--- src/rtl/ps2_pkg.sv ---
`default_nettype none
// ============================================================================
// Module      : ps2_pkg
// Description : Shared definitions for the PS/2 key decoder. It holds the
//               prefix and status scan codes, the shift key codes, the
//               key-event record and the prefix FSM state type.
// Revision    : 1.0 - initial release
// ============================================================================
package ps2_pkg;

    // Prefix bytes
    localparam logic [7:0] c_code_e0 = 8'hE0;  // extended-key prefix
    localparam logic [7:0] c_code_f0 = 8'hF0;  // break (release) prefix
    localparam logic [7:0] c_code_e1 = 8'hE1;  // Pause/Break sequence start

    // Keyboard status and response bytes. These never describe a key.
    localparam logic [7:0] c_code_err0 = 8'h00;
    localparam logic [7:0] c_code_bat  = 8'hAA;
    localparam logic [7:0] c_code_echo = 8'hEE;
    localparam logic [7:0] c_code_ack  = 8'hFA;
    localparam logic [7:0] c_code_rsnd = 8'hFE;
    localparam logic [7:0] c_code_err1 = 8'hFF;

    // Shift keys (both non-extended)
    localparam logic [7:0] c_code_lshift = 8'h12;
    localparam logic [7:0] c_code_rshift = 8'h59;

    // The Pause sequence has 7 bytes after the leading E1
    localparam logic [2:0] c_pause_skip = 3'd7;

    // Key event record. 'release' is a reserved word, so the break flag is
    // stored in the field 'rel'.
    typedef struct packed {
        logic [7:0] code;
        logic       ext;
        logic       rel;
    } key_event_t;

    typedef enum logic [2:0] {
        ST_IDLE    = 3'd0,
        ST_EXT     = 3'd1,
        ST_BRK     = 3'd2,
        ST_EXT_BRK = 3'd3,
        ST_SKIP    = 3'd4
    } ps2_state_t;

    function automatic logic is_status_code(input logic [7:0] b);
        return (b == c_code_err0) || (b == c_code_bat)  || (b == c_code_echo) ||
               (b == c_code_ack)  || (b == c_code_rsnd) || (b == c_code_err1);
    endfunction

endpackage : ps2_pkg
`default_nettype wire

--- src/rtl/ps2_event_fifo.sv ---
`default_nettype none
// ============================================================================
// Module      : ps2_event_fifo
// Description : Circular key-event FIFO with a valid/ready output side.
//               A push that arrives while the FIFO is full is accepted only
//               when a pop happens in the same cycle.
// Ports       : clock_fpga, reset (async, active-low)
//               push / push_data  - write request and event to store
//               pop_ready         - consumer accepts the head
//               out_valid/out_data- head event (zero when empty)
//               count / full      - occupancy
// Revision    : 1.0 - initial release
// ============================================================================
module ps2_event_fifo
    import ps2_pkg::*;
#(
    parameter int DEPTH = 4
) (
    input  logic                     clock_fpga,
    input  logic                     reset,
    input  logic                     push,
    input  key_event_t               push_data,
    input  logic                     pop_ready,
    output logic                     out_valid,
    output key_event_t               out_data,
    output logic [$clog2(DEPTH):0]   count,
    output logic                     full
);

    localparam int c_ptr_w = $clog2(DEPTH);

    key_event_t           mem_q [DEPTH];
    logic [c_ptr_w-1:0]   wr_ptr_q, wr_ptr_d;
    logic [c_ptr_w-1:0]   rd_ptr_q, rd_ptr_d;
    logic [c_ptr_w:0]     count_q,  count_d;
    logic                 pop_ok;
    logic                 push_ok;

    assign full      = (count_q == (c_ptr_w+1)'(DEPTH));
    assign out_valid = (count_q != '0);
    assign count     = count_q;
    // Head is forced to zero when empty so the outputs read 0 after reset
    assign out_data  = out_valid ? mem_q[rd_ptr_q] : '0;

    always_comb begin
        pop_ok   = out_valid & pop_ready;
        // A pop in the same cycle frees a slot for a push into a full FIFO
        push_ok  = push & (~full | pop_ok);
        wr_ptr_d = wr_ptr_q;
        rd_ptr_d = rd_ptr_q;
        count_d  = count_q;
        if (push_ok) begin
            wr_ptr_d = wr_ptr_q + c_ptr_w'(1);
        end
        if (pop_ok) begin
            rd_ptr_d = rd_ptr_q + c_ptr_w'(1);
        end
        if (push_ok && !pop_ok) begin
            count_d = count_q + (c_ptr_w+1)'(1);
        end else if (!push_ok && pop_ok) begin
            count_d = count_q - (c_ptr_w+1)'(1);
        end
    end

    always_ff @(posedge clock_fpga or negedge reset) begin
        if (!reset) begin
            wr_ptr_q <= '0;
            rd_ptr_q <= '0;
            count_q  <= '0;
            for (int i = 0; i < DEPTH; i++) begin
                mem_q[i] <= '0;
            end
        end else begin
            wr_ptr_q <= wr_ptr_d;
            rd_ptr_q <= rd_ptr_d;
            count_q  <= count_d;
            if (push_ok) begin
                mem_q[wr_ptr_q] <= push_data;
            end
        end
    end

endmodule : ps2_event_fifo
`default_nettype wire

--- src/rtl/ps2_key_decoder.sv ---
`default_nettype none
// ============================================================================
// Module      : ps2_key_decoder
// Description : Turns a stream of PS/2 scan-code bytes into key events
//               {code, extended, release}, queues them in a FIFO, and tracks
//               the state of the shift keys.
// Ports       : clock_fpga, reset (async, active-low)
//               code_in/code_valid           - byte stream from PS/2 receiver
//               ev_valid/ev_ready            - event handshake
//               ev_code/ev_ext/ev_release    - head event fields
//               shift_held                   - either non-extended shift down
//               overflow                     - sticky event-dropped flag
//               fifo_count                   - FIFO occupancy
// Revision    : 1.0 - initial release
// ============================================================================
module ps2_key_decoder
    import ps2_pkg::*;
#(
    parameter int FIFO_DEPTH     = 4,
    parameter int TIMEOUT_CYCLES = 100000
) (
    input  logic                          clock_fpga,
    input  logic                          reset,
    input  logic [7:0]                    code_in,
    input  logic                          code_valid,
    output logic                          ev_valid,
    input  logic                          ev_ready,
    output logic [7:0]                    ev_code,
    output logic                          ev_ext,
    output logic                          ev_release,
    output logic                          shift_held,
    output logic                          overflow,
    output logic [$clog2(FIFO_DEPTH):0]   fifo_count
);

    localparam int             c_tmo_w    = $clog2(TIMEOUT_CYCLES + 1);
    localparam logic [c_tmo_w-1:0] c_tmo_last = c_tmo_w'(TIMEOUT_CYCLES - 1);

    ps2_state_t           state_q,    state_d;
    logic [2:0]           skip_q,     skip_d;
    logic [c_tmo_w-1:0]   tmo_q,      tmo_d;
    logic                 lshift_q,   lshift_d;
    logic                 rshift_q,   rshift_d;
    logic                 overflow_q, overflow_d;

    logic                 push;
    key_event_t           push_ev;
    key_event_t           head_ev;
    logic                 fifo_full;
    logic                 is_ext;
    logic                 is_brk;

    // ------------------------------------------------------------------
    // Prefix FSM, timeout and shift tracking
    // ------------------------------------------------------------------
    always_comb begin
        state_d  = state_q;
        skip_d   = skip_q;
        tmo_d    = tmo_q;
        lshift_d = lshift_q;
        rshift_d = rshift_q;
        push     = 1'b0;
        push_ev  = '0;
        is_ext   = (state_q == ST_EXT) || (state_q == ST_EXT_BRK);
        is_brk   = (state_q == ST_BRK) || (state_q == ST_EXT_BRK);

        if (code_valid) begin
            tmo_d = '0;
            if (state_q == ST_SKIP) begin
                // Every byte of the Pause tail is swallowed, status bytes included
                if (skip_q <= 3'd1) begin
                    skip_d  = '0;
                    state_d = ST_IDLE;
                end else begin
                    skip_d = skip_q - 3'd1;
                end
            end else if (is_status_code(code_in)) begin
                state_d = ST_IDLE;
            end else if (code_in == c_code_e0) begin
                // E0 after F0 is malformed: drop it and resynchronise
                state_d = (state_q == ST_IDLE || state_q == ST_EXT) ? ST_EXT : ST_IDLE;
            end else if (code_in == c_code_f0) begin
                if (state_q == ST_IDLE) begin
                    state_d = ST_BRK;
                end else if (state_q == ST_EXT) begin
                    state_d = ST_EXT_BRK;
                end
            end else if (code_in == c_code_e1 && state_q == ST_IDLE) begin
                push         = 1'b1;
                push_ev.code = c_code_e1;
                state_d      = ST_SKIP;
                skip_d       = c_pause_skip;
            end else begin
                push         = 1'b1;
                push_ev.code = code_in;
                push_ev.ext  = is_ext;
                push_ev.rel  = is_brk;
                state_d      = ST_IDLE;
                // Shift state follows the decoded event even if the FIFO drops it
                if (!is_ext && code_in == c_code_lshift) begin
                    lshift_d = ~is_brk;
                end
                if (!is_ext && code_in == c_code_rshift) begin
                    rshift_d = ~is_brk;
                end
            end
        end else if (state_q != ST_IDLE) begin
            // Abandon a half-received sequence after TIMEOUT_CYCLES quiet cycles
            if (tmo_q >= c_tmo_last) begin
                tmo_d   = '0;
                skip_d  = '0;
                state_d = ST_IDLE;
            end else begin
                tmo_d = tmo_q + c_tmo_w'(1);
            end
        end
    end

    // Drop happens only when full and nothing is leaving this cycle
    always_comb begin
        overflow_d = overflow_q | (push & fifo_full & ~(ev_valid & ev_ready));
    end

    always_ff @(posedge clock_fpga or negedge reset) begin
        if (!reset) begin
            state_q    <= ST_IDLE;
            skip_q     <= '0;
            tmo_q      <= '0;
            lshift_q   <= 1'b0;
            rshift_q   <= 1'b0;
            overflow_q <= 1'b0;
        end else begin
            state_q    <= state_d;
            skip_q     <= skip_d;
            tmo_q      <= tmo_d;
            lshift_q   <= lshift_d;
            rshift_q   <= rshift_d;
            overflow_q <= overflow_d;
        end
    end

    // ------------------------------------------------------------------
    // Event FIFO
    // ------------------------------------------------------------------
    ps2_event_fifo #(
        .DEPTH (FIFO_DEPTH)
    ) u_fifo (
        .clock_fpga (clock_fpga),
        .reset      (reset),
        .push       (push),
        .push_data  (push_ev),
        .pop_ready  (ev_ready),
        .out_valid  (ev_valid),
        .out_data   (head_ev),
        .count      (fifo_count),
        .full       (fifo_full)
    );

    assign ev_code    = head_ev.code;
    assign ev_ext     = head_ev.ext;
    assign ev_release = head_ev.rel;
    assign shift_held = lshift_q | rshift_q;
    assign overflow   = overflow_q;

endmodule : ps2_key_decoder
`default_nettype wire

--- config.mk ---
export PLATFORM = sky130hd
export DESIGN_NAME = ps2_key_decoder
export DESIGN_NICKNAME = d
export VERILOG_FILES = /design/src/rtl/ps2_pkg.sv /design/src/rtl/ps2_event_fifo.sv /design/src/rtl/ps2_key_decoder.sv
export SDC_FILE = /design/constraint.sdc
export NUM_CORES = 1
export LEC_CHECK = 0
export BUFFER_PORTS_ARGS = -buffer_cell sky130_fd_sc_hd__buf_2
export CORE_ASPECT_RATIO = 1.25
export CORE_MARGIN = 10
export CORE_UTILIZATION = 40
export DETAILED_ROUTE_END_ITERATION = 7
export HOLD_SLACK_MARGIN = 0.03
export SYNTH_ARGS = -nofsm -noshare
export SYNTH_HDL_FRONTEND = slang
export SYNTH_SLANG_ARGS = --single-unit
--- constraint.sdc ---
create_clock -name clock_fpga -period 3.9 [get_ports clock_fpga]
set_clock_uncertainty 0.05 [all_clocks]
set_input_delay 0.39 -clock clock_fpga [delete_from_list [all_inputs] [get_ports clock_fpga]]
set_output_delay 0.39 -clock clock_fpga [all_outputs]
set_load 0.03 [all_outputs]
==> impl_metrics.ini <==
[synthesis]
synthAdderAreaFrac_pct = 3.07
synth_top_family_by_area = multiplexers
ys_seq_area_share_pct = 46.7
synthSimpleGateAreaFrac_pct = 18.1
synth_cell_types = 60
synth_edf_count = 0
postSynthCellCount = 335
synth-compound-area-share_pct = 7.23
async_flop_share_pct = 100
synth_area_per_cell_sq_um = 11.7
yosysWarnings = 0
synthMuxAreaShare_pct = 18.4
synth_xor_area_share_pct = 3.80
synth_fp_nets = 356
synthFlopType = dfrtp_1
syn_area_sq_um = 3910
synth_seq_cells = 73

[floorplan]
die_area_sq_um = 14200
die_x_um = 108
start_util_pct = 40.7
core_sq_um = 9610
io_pins = 28
fp.dieH_um = 131
row_count = 40

[setup_path]
rr_endpoint = u_fifo.count[1]
r2r-start = u_fifo.count[1]
critPathRequiredTime_ns = 4.07
start_kind = flop
r2r_setup_slack_ns = 1.16
ff2ff_path_depth = 9
crit_fanout = 5
endpoint_kind = flop
cp_data_arrival_time_ns = 2.91
critical_path_class = reg -> reg

[clocking]
clk_pin_slew_ns = 0.06
cts.hold.buffers_added = 0
cts_resized = 0
cts_buffer_depth = 2
clock_sinks = 73
cts-root-buf = clkbuf_16
cts_buffers = 9
worstSkewPairLatency_ns = 0.33
h-tree-depth = 3
tritoncts = done
postCtsSetupRepairBufs = 0

[route]
drc = 0
num_vias = 2714
drtAntennaViolNets = 0
first_iter_violations = 98
first_pass_iters = 4
routedWlPerCell_um = 17.0
wirelength_um = 8370
viasPerCell = 5.52

[power_and_ir_drop]
ir_drop_mv = 0.266
leakagePower_nw = 1.93
finalPower_mw = 3.13
power.density_nw_per_um2 = 701

[finish]
area_growth_syn_to_layout_pct = 14.1
nNetsFinal = 382
diodes = 0
final_common_cell = dfrtp_1
layout_common_cells = dfrtp_1, mux2_2, buf_2, nand2_1, nor2_1
finish.utilization_pct = 46.5
drive_above_1_share_pct = 29.5

[timing]
finalSetupTns_ns = 0
finalHoldViolations = 0
finalSetupViolations = 0
period_needed_ns = 2.74
rsz0062_at_grt = no
fmax_mhz = 365
relSlewSlack_pct = 29.6
slew_violations = 0
worst_pin_slew_ns = 1.06
finalCritPeriodShare_pct = 70.3
hold_slack_ns = 0.202

[global_route]
antenna_found_initial = 1
grt_first_pass_wirelength_um = 13800
overflow = 0
grt_max_degree = 47
grt_use_total_pct = 12.4
grt_pass1_vias = 2700

[job]
cap_violations = 0

[status]
status = complete, no violations

[hold_path]
hp-class = in -> async

[place]
numPortBuffers = 27
gp_congestion = 0.848
dp_hpwl_um = 6040
[critical path: stages (launching register included)]
cell and delay (ns):
dfrtp_1 0.42, or4b_2 0.73, nand3_1 0.13, a21oi_2 0.10, nand2_1 0.17, inv_1 0.06, ha_1 0.22, inv_1 0.07
fa_1 0.40, mux2_2 0.26
[where the power goes]
group	total (mW)	leakage, nW	internal (mW)	switching [mW]
clock network	0.878	0.145	0.562	0.317
registers	1.17	0.933	0.979	0.194
logic	1.08	0.855	0.525	0.555
total	3.13	1.93	2.07	1.07
[worst max-delay path by stage]
stage | startpoint | endpoint | slack [ns] | cells past startpoint
2_1_floorplan | u_fifo.count[1] | u_fifo.count[1] | 1.18 | 9
3_3_place_gp | code_in[1] | u_fifo.count[2] | 0.97 | 12
3_5_place_dp | code_in[3] | u_fifo.count[2] | 0.90 | 12
4_1_cts | u_fifo.count[1] | u_fifo.count[1] | 1.13 | 9
5_1_grt | state_q[2] | u_fifo.count[2] | 0.95 | 11
6_report | u_fifo.count[1] | u_fifo.count[1] | 1.16 | 9
[Yosys cell counts, drive strengths merged (2+ instances only)]
| library cell | count | area (sq um) |
|---|---|---|
| dfrtp | 73 | 1830 |
| mux2 | 44 | 495 |
| nand2 | 26 | 97.6 |
| nor2 | 22 | 82.6 |
| and2 | 13 | 81.3 |
| nand3 | 13 | 115 |
| o21ai | 12 | 63.8 |
| inv | 10 | 37.5 |
| mux4 | 10 | 225 |
| xnor2 | 10 | 87.6 |
| buf | 8 | 48.8 |
| ha | 8 | 100 |
| nor3 | 8 | 40.0 |
| and3 | 7 | 45.1 |
| xor2 | 7 | 61.3 |
| nand4 | 6 | 37.5 |
| a21oi | 5 | 28.8 |
| clkbuf | 5 | 20.0 |
| a31oi | 4 | 25.0 |
| nor4 | 4 | 25.0 |
| a22o | 3 | 26.3 |
| or3 | 3 | 18.8 |
| and4 | 2 | 17.5 |
| and4b | 2 | 20.0 |
| and4bb | 2 | 28.8 |
| nor2b | 2 | 12.5 |
| o2111ai | 2 | 17.5 |
| or4 | 2 | 15.0 |
[state kept, by name (all words and copies together) (netlist names)]
name	cells
lshift_q	1
overflow	1
rshift_q	1
skip_q	3
state_q	3
tmo_q	17
u_fifo.count	3
u_fifo.mem_q	40
u_fifo.rd_ptr_q	2
u_fifo.wr_ptr_q	2
[through the flow]
stage / cell area (sq um) / std cells / setup slack [ns]
6_report: 4470 / 492 / 1.16
5_1_grt: 4470 / 492 / 0.949
4_1_cts: 4470 / 492 / 1.13
3_5_place_dp: 4150 / 476 / 0.902
3_3_place_gp: 4150 / 476 / 0.966
2_1_floorplan: 3910 / 335 / 1.18
[layer usage]
metal	vias up	wire length, um	GRT usage, %
met2	64	4240	20.8
met1	1361	3540	14.7
met4	0	126	4.20
met3	9	461	4.02
met5	-	0	0
li1	1280	-	-
[logic make-up (layout without fill, tap and decap cells)]
family | Yosys count | after routing
simple gates | 120 | 120
flops | 73 | 73
mux | 54 | 54
compound gates | 39 | 39
buf+inv | 23 | 54
xor+xnor | 17 | 17
fa+ha+maj | 9 | 9
[area by class of cell]
type / count / area [sq um]
clock inverters: 6 / 91.3
fillers: 896 / 5140
inverters: 10 / 37.5
flip-flops and latches: 73 / 1830
clock buffers: 10 / 229
multi-input cells: 239 / 1980
repair buffers: 28 / 143
well taps: 126 / 158
Power figures use the tool's default switching activity.
